## src/rtl/regfile_wb_arbiter_if.sv

```systemverilog
// Writeback request / register-file write port bundle for regfile_wb_arbiter.
// The master is the pipeline side; the slave is the arbiter.
interface regfile_wb_arbiter_if #(
    parameter int unsigned DATA_W = 32,
    parameter int unsigned REG_AW = 4,
    parameter int unsigned DEPTH  = 4
) ();
    localparam int unsigned CW = $clog2(DEPTH) + 1;

    logic              alu_w_en;
    logic [REG_AW-1:0] alu_rd;
    logic [DATA_W-1:0] alu_data;
    logic              ldr_w_en;
    logic [REG_AW-1:0] ldr_rt;
    logic [DATA_W-1:0] ldr_data;
    logic [REG_AW-1:0] rd_addr_a;
    logic [REG_AW-1:0] rd_addr_b;
    logic              rf_w_en;
    logic [REG_AW-1:0] rf_waddr;
    logic [DATA_W-1:0] rf_wdata;
    logic              stall;
    logic              hazard_a;
    logic              hazard_b;
    logic [CW-1:0]     pend_count;
    logic              overflow_err;

    modport master (
        output alu_w_en, alu_rd, alu_data, ldr_w_en, ldr_rt, ldr_data, rd_addr_a, rd_addr_b,
        input  rf_w_en, rf_waddr, rf_wdata, stall, hazard_a, hazard_b, pend_count, overflow_err
    );

    modport slave (
        input  alu_w_en, alu_rd, alu_data, ldr_w_en, ldr_rt, ldr_data, rd_addr_a, rd_addr_b,
        output rf_w_en, rf_waddr, rf_wdata, stall, hazard_a, hazard_b, pend_count, overflow_err
    );
endinterface

```

## src/rtl/regfile_wb_arbiter.sv

```systemverilog
// Arbitrates ALU and LDR writebacks onto one register-file write port, in age order,
// buffering losers in an in-order pending FIFO and flagging RAW hazards on pending writes.
module regfile_wb_arbiter #(
    parameter int unsigned DATA_W = 32,
    parameter int unsigned REG_AW = 4,
    parameter int unsigned DEPTH  = 4
) (
    input logic                clk,
    input logic                rst,
    regfile_wb_arbiter_if.slave bus
);
    localparam int unsigned PW = $clog2(DEPTH);
    localparam int unsigned CW = PW + 1;
    localparam logic [CW-1:0] StallLevel = CW'(DEPTH - 1);

    logic [REG_AW-1:0] addr_q [DEPTH];
    logic [DATA_W-1:0] data_q [DEPTH];
    logic [PW-1:0]     rd_ptr_q, rd_ptr_d;
    logic [PW-1:0]     wr_ptr_q, wr_ptr_d;
    logic [CW-1:0]     count_q, count_d;
    logic              overflow_q, overflow_d;

    logic              stall;
    logic              ldr_req, alu_req;
    logic              head_valid;
    logic              pop;
    logic              push0, push1;
    logic [REG_AW-1:0] push0_addr, push1_addr;
    logic [DATA_W-1:0] push0_data, push1_data;
    logic              hz_a, hz_b;
    logic [PW-1:0]     offset;

    always_comb begin
        stall        = !rst && (count_q >= StallLevel);
        ldr_req      = bus.ldr_w_en && !stall;
        alu_req      = bus.alu_w_en && !stall;
        head_valid   = (count_q != '0);
        pop          = head_valid;
        push0        = 1'b0;
        push1        = 1'b0;
        push0_addr   = bus.ldr_rt;
        push0_data   = bus.ldr_data;
        push1_addr   = bus.alu_rd;
        push1_data   = bus.alu_data;
        bus.rf_w_en  = 1'b0;
        bus.rf_waddr = '0;
        bus.rf_wdata = '0;

        // Age order: FIFO head, then same-cycle LDR, then same-cycle ALU.
        if (head_valid) begin
            bus.rf_w_en  = 1'b1;
            bus.rf_waddr = addr_q[rd_ptr_q];
            bus.rf_wdata = data_q[rd_ptr_q];
            if (ldr_req) begin
                push0 = 1'b1;
                push1 = alu_req;
            end else if (alu_req) begin
                push0      = 1'b1;
                push0_addr = bus.alu_rd;
                push0_data = bus.alu_data;
            end
        end else if (ldr_req) begin
            bus.rf_w_en  = 1'b1;
            bus.rf_waddr = bus.ldr_rt;
            bus.rf_wdata = bus.ldr_data;
            if (alu_req) begin
                push0      = 1'b1;
                push0_addr = bus.alu_rd;
                push0_data = bus.alu_data;
            end
        end else if (alu_req) begin
            bus.rf_w_en  = 1'b1;
            bus.rf_waddr = bus.alu_rd;
            bus.rf_wdata = bus.alu_data;
        end

        if (rst) begin
            bus.rf_w_en = 1'b0;
        end

        count_d    = count_q + CW'(push0) + CW'(push1) - CW'(pop);
        rd_ptr_d   = rd_ptr_q + PW'(pop);
        wr_ptr_d   = wr_ptr_q + PW'(push0) + PW'(push1);
        overflow_d = overflow_q | (stall & (bus.ldr_w_en | bus.alu_w_en));
    end

    // An entry is valid when its distance from the head is below the occupancy.
    always_comb begin
        hz_a   = 1'b0;
        hz_b   = 1'b0;
        offset = '0;
        for (int i = 0; i < DEPTH; i++) begin
            offset = PW'(i) - rd_ptr_q;
            if ({1'b0, offset} < count_q) begin
                if (addr_q[i] == bus.rd_addr_a) hz_a = 1'b1;
                if (addr_q[i] == bus.rd_addr_b) hz_b = 1'b1;
            end
        end
        if (rst) begin
            hz_a = 1'b0;
            hz_b = 1'b0;
        end
    end

    assign bus.stall        = stall;
    assign bus.hazard_a     = hz_a;
    assign bus.hazard_b     = hz_b;
    assign bus.pend_count   = count_q;
    assign bus.overflow_err = overflow_q;

    always_ff @(posedge clk) begin
        if (rst) begin
            count_q    <= '0;
            rd_ptr_q   <= '0;
            wr_ptr_q   <= '0;
            overflow_q <= 1'b0;
        end else begin
            count_q    <= count_d;
            rd_ptr_q   <= rd_ptr_d;
            wr_ptr_q   <= wr_ptr_d;
            overflow_q <= overflow_d;
        end
    end

    always_ff @(posedge clk) begin
        if (!rst) begin
            if (push0) begin
                addr_q[wr_ptr_q] <= push0_addr;
                data_q[wr_ptr_q] <= push0_data;
            end
            if (push1) begin
                addr_q[wr_ptr_q + PW'(1)] <= push1_addr;
                data_q[wr_ptr_q + PW'(1)] <= push1_data;
            end
        end
    end
endmodule
```

## src/flat_wrapper.sv

```systemverilog
// flat-port wrapper written by rule: the top's interface ports become plain ports
module regfile_wb_arbiter_flat 
#(
    parameter int unsigned DATA_W = 32,
    parameter int unsigned REG_AW = 4,
    parameter int unsigned DEPTH  = 4
)
  (clk, rst, bus_alu_w_en, bus_alu_rd, bus_alu_data, bus_ldr_w_en, bus_ldr_rt, bus_ldr_data, bus_rd_addr_a, bus_rd_addr_b, bus_rf_w_en, bus_rf_waddr, bus_rf_wdata, bus_stall, bus_hazard_a, bus_hazard_b, bus_pend_count, bus_overflow_err);
  regfile_wb_arbiter_if #(.DATA_W(DATA_W), .REG_AW(REG_AW), .DEPTH(DEPTH)) bus_i ();
  input logic clk;
  input logic rst;
  input wire logic [$bits(bus_i.alu_w_en)-1:0] bus_alu_w_en;
  input wire logic [$bits(bus_i.alu_rd)-1:0] bus_alu_rd;
  input wire logic [$bits(bus_i.alu_data)-1:0] bus_alu_data;
  input wire logic [$bits(bus_i.ldr_w_en)-1:0] bus_ldr_w_en;
  input wire logic [$bits(bus_i.ldr_rt)-1:0] bus_ldr_rt;
  input wire logic [$bits(bus_i.ldr_data)-1:0] bus_ldr_data;
  input wire logic [$bits(bus_i.rd_addr_a)-1:0] bus_rd_addr_a;
  input wire logic [$bits(bus_i.rd_addr_b)-1:0] bus_rd_addr_b;
  output wire logic [$bits(bus_i.rf_w_en)-1:0] bus_rf_w_en;
  output wire logic [$bits(bus_i.rf_waddr)-1:0] bus_rf_waddr;
  output wire logic [$bits(bus_i.rf_wdata)-1:0] bus_rf_wdata;
  output wire logic [$bits(bus_i.stall)-1:0] bus_stall;
  output wire logic [$bits(bus_i.hazard_a)-1:0] bus_hazard_a;
  output wire logic [$bits(bus_i.hazard_b)-1:0] bus_hazard_b;
  output wire logic [$bits(bus_i.pend_count)-1:0] bus_pend_count;
  output wire logic [$bits(bus_i.overflow_err)-1:0] bus_overflow_err;
  assign bus_i.alu_w_en = bus_alu_w_en;
  assign bus_i.alu_rd = bus_alu_rd;
  assign bus_i.alu_data = bus_alu_data;
  assign bus_i.ldr_w_en = bus_ldr_w_en;
  assign bus_i.ldr_rt = bus_ldr_rt;
  assign bus_i.ldr_data = bus_ldr_data;
  assign bus_i.rd_addr_a = bus_rd_addr_a;
  assign bus_i.rd_addr_b = bus_rd_addr_b;
  assign bus_rf_w_en = bus_i.rf_w_en;
  assign bus_rf_waddr = bus_i.rf_waddr;
  assign bus_rf_wdata = bus_i.rf_wdata;
  assign bus_stall = bus_i.stall;
  assign bus_hazard_a = bus_i.hazard_a;
  assign bus_hazard_b = bus_i.hazard_b;
  assign bus_pend_count = bus_i.pend_count;
  assign bus_overflow_err = bus_i.overflow_err;
  regfile_wb_arbiter #(.DATA_W(DATA_W), .REG_AW(REG_AW), .DEPTH(DEPTH)) u_core (.clk(clk), .rst(rst), .bus(bus_i));
endmodule
```

## config.mk

```make
export PLATFORM = sky130hd
export DESIGN_NAME = regfile_wb_arbiter_flat
export DESIGN_NICKNAME = d
export VERILOG_FILES = /design/src/rtl/regfile_wb_arbiter_if.sv /design/src/rtl/regfile_wb_arbiter.sv /design/src/flat_wrapper.sv
export SDC_FILE = /design/constraint.sdc
export NUM_CORES = 1
export LEC_CHECK = 0
export ABC_AREA = 1
export CORE_AREA = 5 5 145 147
export CTS_CLUSTER_DIAMETER = 50
export DETAILED_ROUTE_END_ITERATION = 16
export DIE_AREA = 0 0 150 152
export PLACE_DENSITY = 0.81
export REMOVE_ABC_BUFFERS = 1
export SETUP_SLACK_MARGIN = 0.3
export SYNTH_ARGS = -nofsm -noshare
export SYNTH_HDL_FRONTEND = slang
export SYNTH_SLANG_ARGS = --single-unit
```

## constraint.sdc

```tcl
create_clock -name clk -period 6.7 [get_ports clk]
set_input_delay 1.34 -clock clk [delete_from_list [all_inputs] [get_ports clk]]
set_output_delay 1.34 -clock clk [all_outputs]
set_load 0.01 [all_outputs]
```

==> reports/results.ini, run 1 <==
[floorplan]
io_pins = 128
coreArea_um2 = 19800
start_util = 0.536
std_cell_rows = 52
die_w_um = 150
die_area_um2 = 22800
die_h_um = 152

[detailed_routing]
drt_iter0_markers = 1305
first_pass_iters = 6
viasPerCell = 6.01
wl_um = 33000
route.detailed.drc = 0
final_antenna_net_count = 0
wl_per_cell_um = 18.4
vias = 10800

[sta]
worst_hold_slack_ps = 489
rsz0062_at_grt = no
worstMarginPinSlew_ps = 1050
finalCriticalPeriod_ps = 5580
finalSetupViolCount = 0
post-route-period-util = 0.833
maxSlewHeadroom = 0.299
hold_viol_final = 0
fin_skew_ps = 4.83
finalMaxSlewViolations = 0
timing.fmax_ghz = 0.179

[logic_synthesis]
synth_common_cells = nand2_1 (632), nand3_1 (223), edfxtp_1 (144)
synthFlopType = edfxtp_1
synth-edff-count = 144
ys_types = 31
yosysMostFrequentCell = nand2_1
synth_warnings = 0
async_reset_ff_frac = 0
synth.top_cell.area_share = 0.408
netlist_area_um2 = 10600
syn_inst = 1457
syn_area_per_cell_um2 = 7.27
ys_ff_latch = 152
yosysTopAreaCell = edfxtp_1
yosysSeqAreaShare = 0.423
synthTopCellsByArea = edfxtp_1 (41%), nand2_1 (22%), nand3_1 (11%)

[grt]
gr-usage-met2 = 0.438
grt_pass1_vias = 10100
grt_overflow = 0
grt_util_met1 = 0.396
grt_max_degree = 97
grt_pass1_wl_um = 52500
grt_util_met3 = 0.0632
track_usage = 0.287
top_usage_layer = met2
grt_antenna_before_repair = 0

[clock_network]
cts.sink_count = 152
cts_buffers = 17
cts_root_buf = clkbuf_16
cts_tree = yes
post_cts_buffers = 0
clk_pin_slew_ps = 60
ctsHoldBuffers = 0
clockBufferDepth = 2
cts-htree-levels = 4
clk_latency_ps = 430
cts_resized = 0

[worst_setup_path]
ff2ff_setup_slack_ps = 2320
path_cells = clkdlybuf4s50_1 -> buf_4 -> nor2_1 -> nand2_4 -> buf_4 -> nand4_1 -> nand2_1 -> nand2_1 -> o21ai_0 -> clkdlybuf4s50_1
path_buf_inv = 4
crit_arrival_ps = 4240
cp-startpoint = rst
critPathTopFamily = buffers and inverters
cp_max_fo = 96
path_class = primary input to primary output
rr_worst_depth = 12
reg2reg_from = u_core.bus.pend_count[2]
startpoint_type = primary input
critPathMaxStageDelay_ps = 770
cp-end-kind = primary output
cpMaxStageDelayCell = nand2_4
critPathRequiredTime_ps = 5360
worst-path-stages = 10
critPathCapture = bus_rf_wdata[24]
r2r-end = u_core.data_q[1][14]

[power_and_ir_drop]
p_leak_uw = 0.00547
ir_drop_uv = 206
power.density_nw_per_um2 = 411
power_uw = 5110

[final_layout]
antennaDiodeCount = 0
num-nets-final = 1608
n_fill_cell = 1694
drive_gt1_frac = 0.0498
syn_to_final_growth_pct = 17.4
layoutNonFillerInstCount = 1797

[run]
maxCapViolCount = 0

[worst_hold_path]
hp-class = flip-flop to flip-flop

[placed_design]
dp.cells = 1766
gp_congestion = 0.860
hpwl_um = 19200
portBuffers = 127

[status]
status = finished, final reports clean

[through the flow]
stage,setup slack [ps],cell area [µm²],util,TNS [ps]
floorplan,-1770,10100,-,-148060
global placement,1170,11900,0.603,0
detailed placement,1080,11900,0.603,0
CTS,1150,12400,0.629,0
global route,963,12400,0.629,0
finish,1120,12400,0.629,0
[worst min path at each step]
stage,end,slack [ps],from,cells after the start
3_3_place_gp,u_core.bus.overflow_err,470,u_core.bus.overflow_err,2
3_5_place_dp,u_core.bus.overflow_err,470,u_core.bus.overflow_err,2
6_report,u_core.bus.overflow_err,490,u_core.bus.overflow_err,2
4_1_cts,u_core.bus.overflow_err,480,u_core.bus.overflow_err,2
5_1_grt,u_core.bus.overflow_err,530,u_core.bus.overflow_err,2
2_1_floorplan,u_core.bus.overflow_err,500,u_core.bus.overflow_err,2
[power breakdown]
part | leakage [µW] | switching (µW) | total [µW] | internal [µW]
clock | 0.000261 | 368 | 866 | 497
sequential | 0.00138 | 87.4 | 1500 | 1410
combinational | 0.00382 | 1800 | 2750 | 946
[state kept, by name (all words and copies together), names as in the netlist]
register	cells
u_core.addr_q	16
u_core.wr_ptr_q	2
u_core.bus.overflow_err	1
u_core.data_q	128
u_core.rd_ptr_q	2
u_core.bus.pend_count	3
[routing by layer]
| layer | share of wire | vias to the layer above |
|---|---|---|
| met5 | 0 | - |
| li1 | - | 5076 |
| met3 | 0.11 | 99 |
| met2 | 0.46 | 644 |
| met4 | 0.031 | 0 |
| met1 | 0.39 | 4984 |
[final cells by class]
class / count / area, µm² / share of cell area
Timing Repair Buffer: 154 / 1460 / 0.118
Clock inverter: 13 / 88.8 / 0.00714
Multi-Input combinational cell: 1133 / 5420 / 0.436
Sequential cell: 152 / 4480 / 0.360
Tap cell: 270 / 338 / 0.0272
Inverter: 57 / 215 / 0.0173
Clock buffer: 18 / 429 / 0.0345
[cells in the final DEF, fill, tap and decap left out, types with 4 or more instances in the layout]
| master | instances |
|---|---|
| a21oi_1 | 38 |
| a221oi_1 | 35 |
| buf_4 | 27 |
| clkbuf_16 | 17 |
| clkdlybuf4s50_1 | 125 |
| clkinv_1 | 4 |
| clkinv_2 | 9 |
| dfxtp_1 | 8 |
| edfxtp_1 | 144 |
| ha_1 | 6 |
| inv_1 | 53 |
| nand2_1 | 630 |
| nand3_1 | 223 |
| nand4_1 | 78 |
| nor2_1 | 22 |
| nor2_4 | 7 |
| o21ai_0 | 40 |
| xnor2_1 | 18 |
| xor2_1 | 17 |
[cells by family (layout without fill, tap and decap cells)]
group,after synthesis,count (layout),share of synthesized area
adders and majority gates,9,9,0.0128
DFF,152,152,0.423
and+or+nand+nor,971,971,0.395
AOI/OAI and AO/OA,118,118,0.0690
buffers and inverters,172,242,0.0708
xor gates and xnor gates,35,35,0.0289
[worst reg2reg max path: stages, from the launching register on]
cell	delay, ps
dfxtp_1	350
inv_1	100
ha_1	190
inv_1	60
nand3_1	120
nand2_4	800
nand3_2	240
nor2_4	200
inv_2	90
nor2_4	130
buf_4	390
nand2_4	400
nand2_2	910
(Power assumes the default switching activity.)
==> inputs of run 2 (changes only) <==
clock period = 5.2 ns   (was 6.7 ns; I/O delays follow)
==> run 2 against run 1 <==
- count of clock-buffer cells in the layout shrank 1
- clock skew grew 5.2 ps
- sequential power grew 29%
- cell area grew 1.4%
- combinational power grew 32%
- global-route usage grew 0.38 points
- sequential share of layout area shrank 0.51 points
- cell count grew 0.50%
- worst setup slack lost 350 ps
==> reports/results.ini, run 2 (synthesis gave the netlist of run 1 again) <==
[detailed_routing]
vias = 10900  ; +0.56%
drt_iter0_markers = 1360  ; +4.2%
first_pass_iters = 7  ; +1
final_antenna_net_count = 0  ; unchanged
viasPerCell = 6.02  ; about the same
wl_per_cell_um = 18.6  ; +1.5%
route.detailed.drc = 0  ; unchanged
wl_um = 33700  ; +2.0%

[floorplan]
std_cell_rows = 52  ; unchanged
coreArea_um2 = 19800  ; unchanged
die_w_um = 150  ; unchanged
io_pins = 128  ; unchanged
die_area_um2 = 22800  ; unchanged
die_h_um = 152  ; unchanged
start_util = 0.536  ; unchanged

[sta]
final.setup.tns_ps = 0  ; unchanged
post-route-period-util = 0.851
timing.fmax_ghz = 0.226
maxSlewHeadroom = 0.413  ; +0.114
rsz0062_at_grt = no
finalCriticalPeriod_ps = 4430
fin_skew_ps = 10.1  ; +5.23 ps
finalMaxSlewViolations = 0  ; unchanged
hold_viol_final = 0  ; unchanged
worstMarginPinSlew_ps = 879  ; -172 ps
worst_hold_slack_ps = 479  ; -10.4 ps
finalSetupViolCount = 0  ; unchanged

[final_layout]
drive_gt1_frac = 0.0560  ; +0.00622
layoutNonFillerInstCount = 1806  ; +0.50%
top_register = u_core.data_q
layout_common_cells = nand2_1 (630), nand3_1 (223), edfxtp_1 (144), clkdlybuf4s50_1 (125), nand4_1 (78)
num-nets-final = 1616  ; +0.50%
syn_to_final_growth_pct = 19.1
final_common_cell = nand2_1
antennaDiodeCount = 0  ; unchanged
largest_reg_flops = 128  ; unchanged
utilization = 0.638  ; +0.00898

[worst_setup_path]
rr_worst_depth = 13  ; +1
cpMaxStageDelayCell = clkdlybuf4s50_1
timing.critical_path.mode_cell = clkdlybuf4s50_1
cp-end-kind = primary output
critPathRequiredTime_ps = 4160  ; -1200 ps
critPathMaxStageDelay_ps = 580  ; -190 ps
cp_max_fo = 56  ; -42%
path_class = primary input to primary output
path_cells = clkdlybuf4s50_1 -> nor2_1 -> nand2_4 -> buf_12 -> nand4_1 -> a31oi_1 -> clkdlybuf4s50_1
crit_arrival_ps = 3390  ; -850 ps
startpoint_type = primary input

[clock_network]
cts_tree = yes
cts-htree-levels = 4  ; unchanged
post_cts_buffers = 0  ; unchanged
cts.sink_count = 152  ; unchanged
cts_resized = 0  ; unchanged
clockBufferDepth = 2  ; unchanged
cts_root_buf = clkbuf_16
ctsHoldBuffers = 0  ; unchanged
cts_buffers = 17  ; unchanged
clk_pin_slew_ps = 60  ; about the same
clk_latency_ps = 420  ; about the same

[power_and_ir_drop]
ir_drop_uv = 320  ; +56%
power.density_nw_per_um2 = 538  ; +31%
power_uw = 6790  ; +33%
p_leak_uw = 0.00554  ; +1.3%

[grt]
grt_pass1_vias = 9965  ; -1.2%
grt_pass1_wl_um = 52900  ; +0.66%
grt_antenna_before_repair = 0  ; unchanged
grt_overflow = 0  ; unchanged
grt_max_degree = 85  ; -12%
track_usage = 0.291  ; +0.00380

[placed_design]
dp.cells = 1774  ; +0.45%
hpwl_um = 20100  ; +4.4%
portBuffers = 127  ; unchanged
gp_congestion = 0.909  ; +5.7%

[worst_hold_path]
worst_hold_path.num_cells = 2  ; unchanged
hp-class = flip-flop to flip-flop

[status]
status = finished, final reports clean

[run]
maxCapViolCount = 0  ; unchanged

-- run 2: cell count changes in the layout (fill, tap and decap cells not counted), sizes merged --
cell and change:
bufinv +2, clkinv -3, clkinvlp +3, buf +8, clkbuf -1
-- run 2: stage by stage --
stage	area, µm²	setup slack [ps]
after floorplan	10100	-2970
after global placement	12000	769
after detailed placement	12000	704
after CTS	12600	819
after global routing	12600	656
final	12600	773
-- run 2: final cells by class --
type | instances | area (µm²)
fillers | 1711 | 7160
multi-input cells | 1133 | 5420
flip-flops and latches | 152 | 4480
repair buffers | 162 | 1570
clock buffers | 17 | 425
well taps | 270 | 338
inverters | 57 | 215
clock inverters | 15 | 160
-- run 2: critical path: cells and delay by family --
kind                   cells  cell delay (ps)
buffers and inverters      3             1340
AND/OR/NAND/NOR            3              710
AO/OA/AOI/OAI              1              280
-- run 2: power breakdown --
| group | switching [µW] | internal, µW | total, µW |
|---|---|---|---|
| sequential | 117 | 1820 | 1930 |
| combinational | 2380 | 1250 | 3630 |
| clock | 483 | 745 | 1230 |
| total | 2980 | 3810 | 6790 |
-- run 2: path summary, 6_finish.rpt --
kind	startpoint	slack [ps]	end
setup / recovery	rst	770	bus_rf_wdata[14]
hold / removal	u_core.bus.overflow_err	480	u_core.bus.overflow_err
setup reg to reg	u_core.bus.pend_count[2]	1400	u_core.data_q[1][12]
hold reg to reg	u_core.bus.overflow_err	480	u_core.bus.overflow_err
-- run 2: per-layer routing --
| layer | vias up | global-route usage | wire length [µm] |
|---|---|---|---|
| met5 | - | 0 | 0 |
| met4 | 0 | 0.110 | 879 |
| met2 | 737 | 0.467 | 16200 |
| met1 | 4948 | 0.387 | 12600 |
| li1 | 5097 | - | - |
| met3 | 82 | 0.0599 | 3950 |
==> inputs of run 3 (changes only) <==
CORE_AREA = 5 5 171 173   (was 5 5 145 147)
DIE_AREA = 0 0 176 178   (was 0 0 150 152)
DONT_BUFFER_PORTS = 1   (was default)
PLACE_DENSITY = 0.56   (was 0.81)
==> run 3 against run 2 <==
- clock power barely moved
- count of clock-buffer cells in the layout rose by 7
- sequential power barely moved
- non-clock buffer count fell by 141
- combinational power fell by 16%
- utilization fell by 23 points
- clock skew fell by 1.6 ps
- first-iteration DRC count fell by 36%
- worst hold slack improved by 100 ps
- critical path type is now flip-flop to primary output
- largest cell class unchanged
- largest power group unchanged
- highest routed layer unchanged
==> reports/results.ini, run 3 (synthesis gave the netlist of run 1 again) <==
[final_layout]
layout_common_cells = nand2_1 (627), nand3_1 (223), edfxtp_1 (144), nand4_1 (78), inv_1 (53)
final_common_cell = nand2_1
layoutNonFillerInstCount = 1741  ; -3.6%
syn_to_final_growth_pct = 6.85
top_register = u_core.data_q
antennaDiodeCount = 0  ; unchanged
num-nets-final = 1475  ; -8.7%
drive_gt1_frac = 0.0523  ; -0.00366
largest_reg_flops = 128  ; unchanged

[sta]
worst_hold_slack_ps = 580  ; +101 ps
layout_setup_ws_ps = 927  ; +154 ps
finalCriticalPeriod_ps = 4270  ; -154 ps
timing.fmax_ghz = 0.234  ; +3.6%
rsz0062_at_grt = no
maxSlewHeadroom = 0.200  ; -0.214
fin_skew_ps = 8.43  ; -1.63 ps
hold_viol_final = 0  ; unchanged
worstMarginPinSlew_ps = 1200  ; +317 ps
final.setup.tns_ps = 0  ; unchanged
finalMaxSlewViolations = 0  ; unchanged
finalSetupViolCount = 0  ; unchanged
post-route-period-util = 0.822  ; -0.0296

[worst_setup_path]
crit_arrival_ps = 3230  ; -160 ps
startpoint_type = flip-flop
critPathRequiredTime_ps = 4160  ; about the same
cp-end-kind = primary output
path_class = flip-flop to primary output
cp_max_fo = 63  ; +13%

[clock_network]
cts-htree-levels = 4  ; unchanged
ctsHoldBuffers = 0  ; unchanged
cts.sink_count = 152  ; unchanged
post_cts_buffers = 0  ; unchanged
cts_resized = 0  ; unchanged
clk_pin_slew_ps = 60  ; about the same
cts_tree = yes
cts_buffers = 17  ; unchanged
cts_root_buf = clkbuf_16
clockBufferDepth = 2  ; unchanged
clk_latency_ps = 420  ; about the same

[placed_design]
portBuffers = 0  ; -100%
dp.cells = 1709  ; -3.7%
pre_cts_ws_ps = 1150  ; +444 ps
hpwl_um = 20100  ; about the same
gp_congestion = 0.832  ; -8.4%

[power_and_ir_drop]
ir_drop_uv = 309  ; -3.6%
pwr-share-seq = 0.311  ; +0.026
p_leak_uw = 0.00497  ; -10%
clkPwrFrac = 0.200  ; +0.019
p_sw_frac = 0.461  ; +0.0219
internal-power_uw = 3360  ; -12%
comb_power_share = 0.489  ; -0.046
power.density_nw_per_um2 = 551  ; +2.3%
power_switching_uw = 2870  ; -3.6%

[grt]
grt_max_degree = 76  ; -11%
grt_pass1_vias = 9243  ; -7.2%
grt_antenna_before_repair = 0  ; unchanged
grt_overflow = 0  ; unchanged
grt_pass1_wl_um = 54900  ; +3.9%
track_usage = 0.227  ; -0.0636

[detailed_routing]
vias = 10000  ; -7.9%
wl_per_cell_um = 20.8  ; +11%
first_pass_iters = 5  ; -2
wl_um = 36200  ; +7.5%
route.detailed.drc = 0  ; unchanged
viasPerCell = 5.74  ; -4.5%
final_antenna_net_count = 0  ; unchanged
drt_iter0_markers = 871  ; -36%

[floorplan]
die_h_um = 178  ; +17%
std_cell_rows = 61  ; +17%
start_util = 0.386  ; -0.150
coreArea_um2 = 27500  ; +39%
die_area_um2 = 31300  ; +37%
die_w_um = 176  ; +17%
io_pins = 128  ; unchanged

[worst_hold_path]
hp-class = flip-flop to flip-flop

[status]
status = finished, final reports clean

[run]
maxCapViolCount = 0  ; unchanged

[run 3: through the flow]
| stage | utilization | instance area [µm²] | total power (µW) |
|---|---|---|---|
| after floorplan | - | 10100 | 4000 |
| after global routing | 0.412 | 11300 | 6700 |
| after global placement | 0.391 | 10700 | 4950 |
| final | 0.412 | 11300 | 6230 |
| after CTS | 0.412 | 11300 | 6240 |
| after detailed placement | 0.391 | 10700 | 5020 |
[run 3: cell type report]
type	count	area, µm²
fillers	2786	16200
multi-input cells	1133	5430
flip-flops and latches	152	4490
clock buffers	24	482
well taps	346	433
inverters	57	216
repair buffers	21	170
clock inverters	8	98.8
[run 3: worst paths after layout]
check,from,end,slack [ps],cells past startpoint
setup / recovery,u_core.bus.pend_count[2],bus_rf_wdata[26],930,10
hold / removal,u_core.bus.overflow_err,u_core.bus.overflow_err,580,2
setup reg to reg,u_core.bus.pend_count[2],u_core.data_q[1][10],1280,11
hold reg to reg,u_core.bus.overflow_err,u_core.bus.overflow_err,580,2
[run 3: metal layers]
metal  vias up  GRT usage  part of all wire
li1       4807          -                 -
met1      4676      0.317              0.43
met2       485      0.369              0.46
met3        34     0.0424             0.089
met4         0     0.0530             0.013
met5         -          0                 0
[run 3: power groups by stage]
stage                     clock (µW)  combinational, µW  sequential, µW
after detailed placement           0               3050            1970
final                           1250               3050            1940
after floorplan                    0               2050            1940
after CTS                       1250               3060            1940
after global routing            1300               3440            1960
after global placement             0               3000            1960
[run 3: critical path, stage by stage, from the launching register on]
cell and delay, ps:
dfxtp_1 410, inv_1 130, ha_1 190, inv_1 50, nand3_1 140, nand2_4 570
buf_4 590, nand4_1 210, nand2_1 130, nand2_1 50, o21ai_0 320
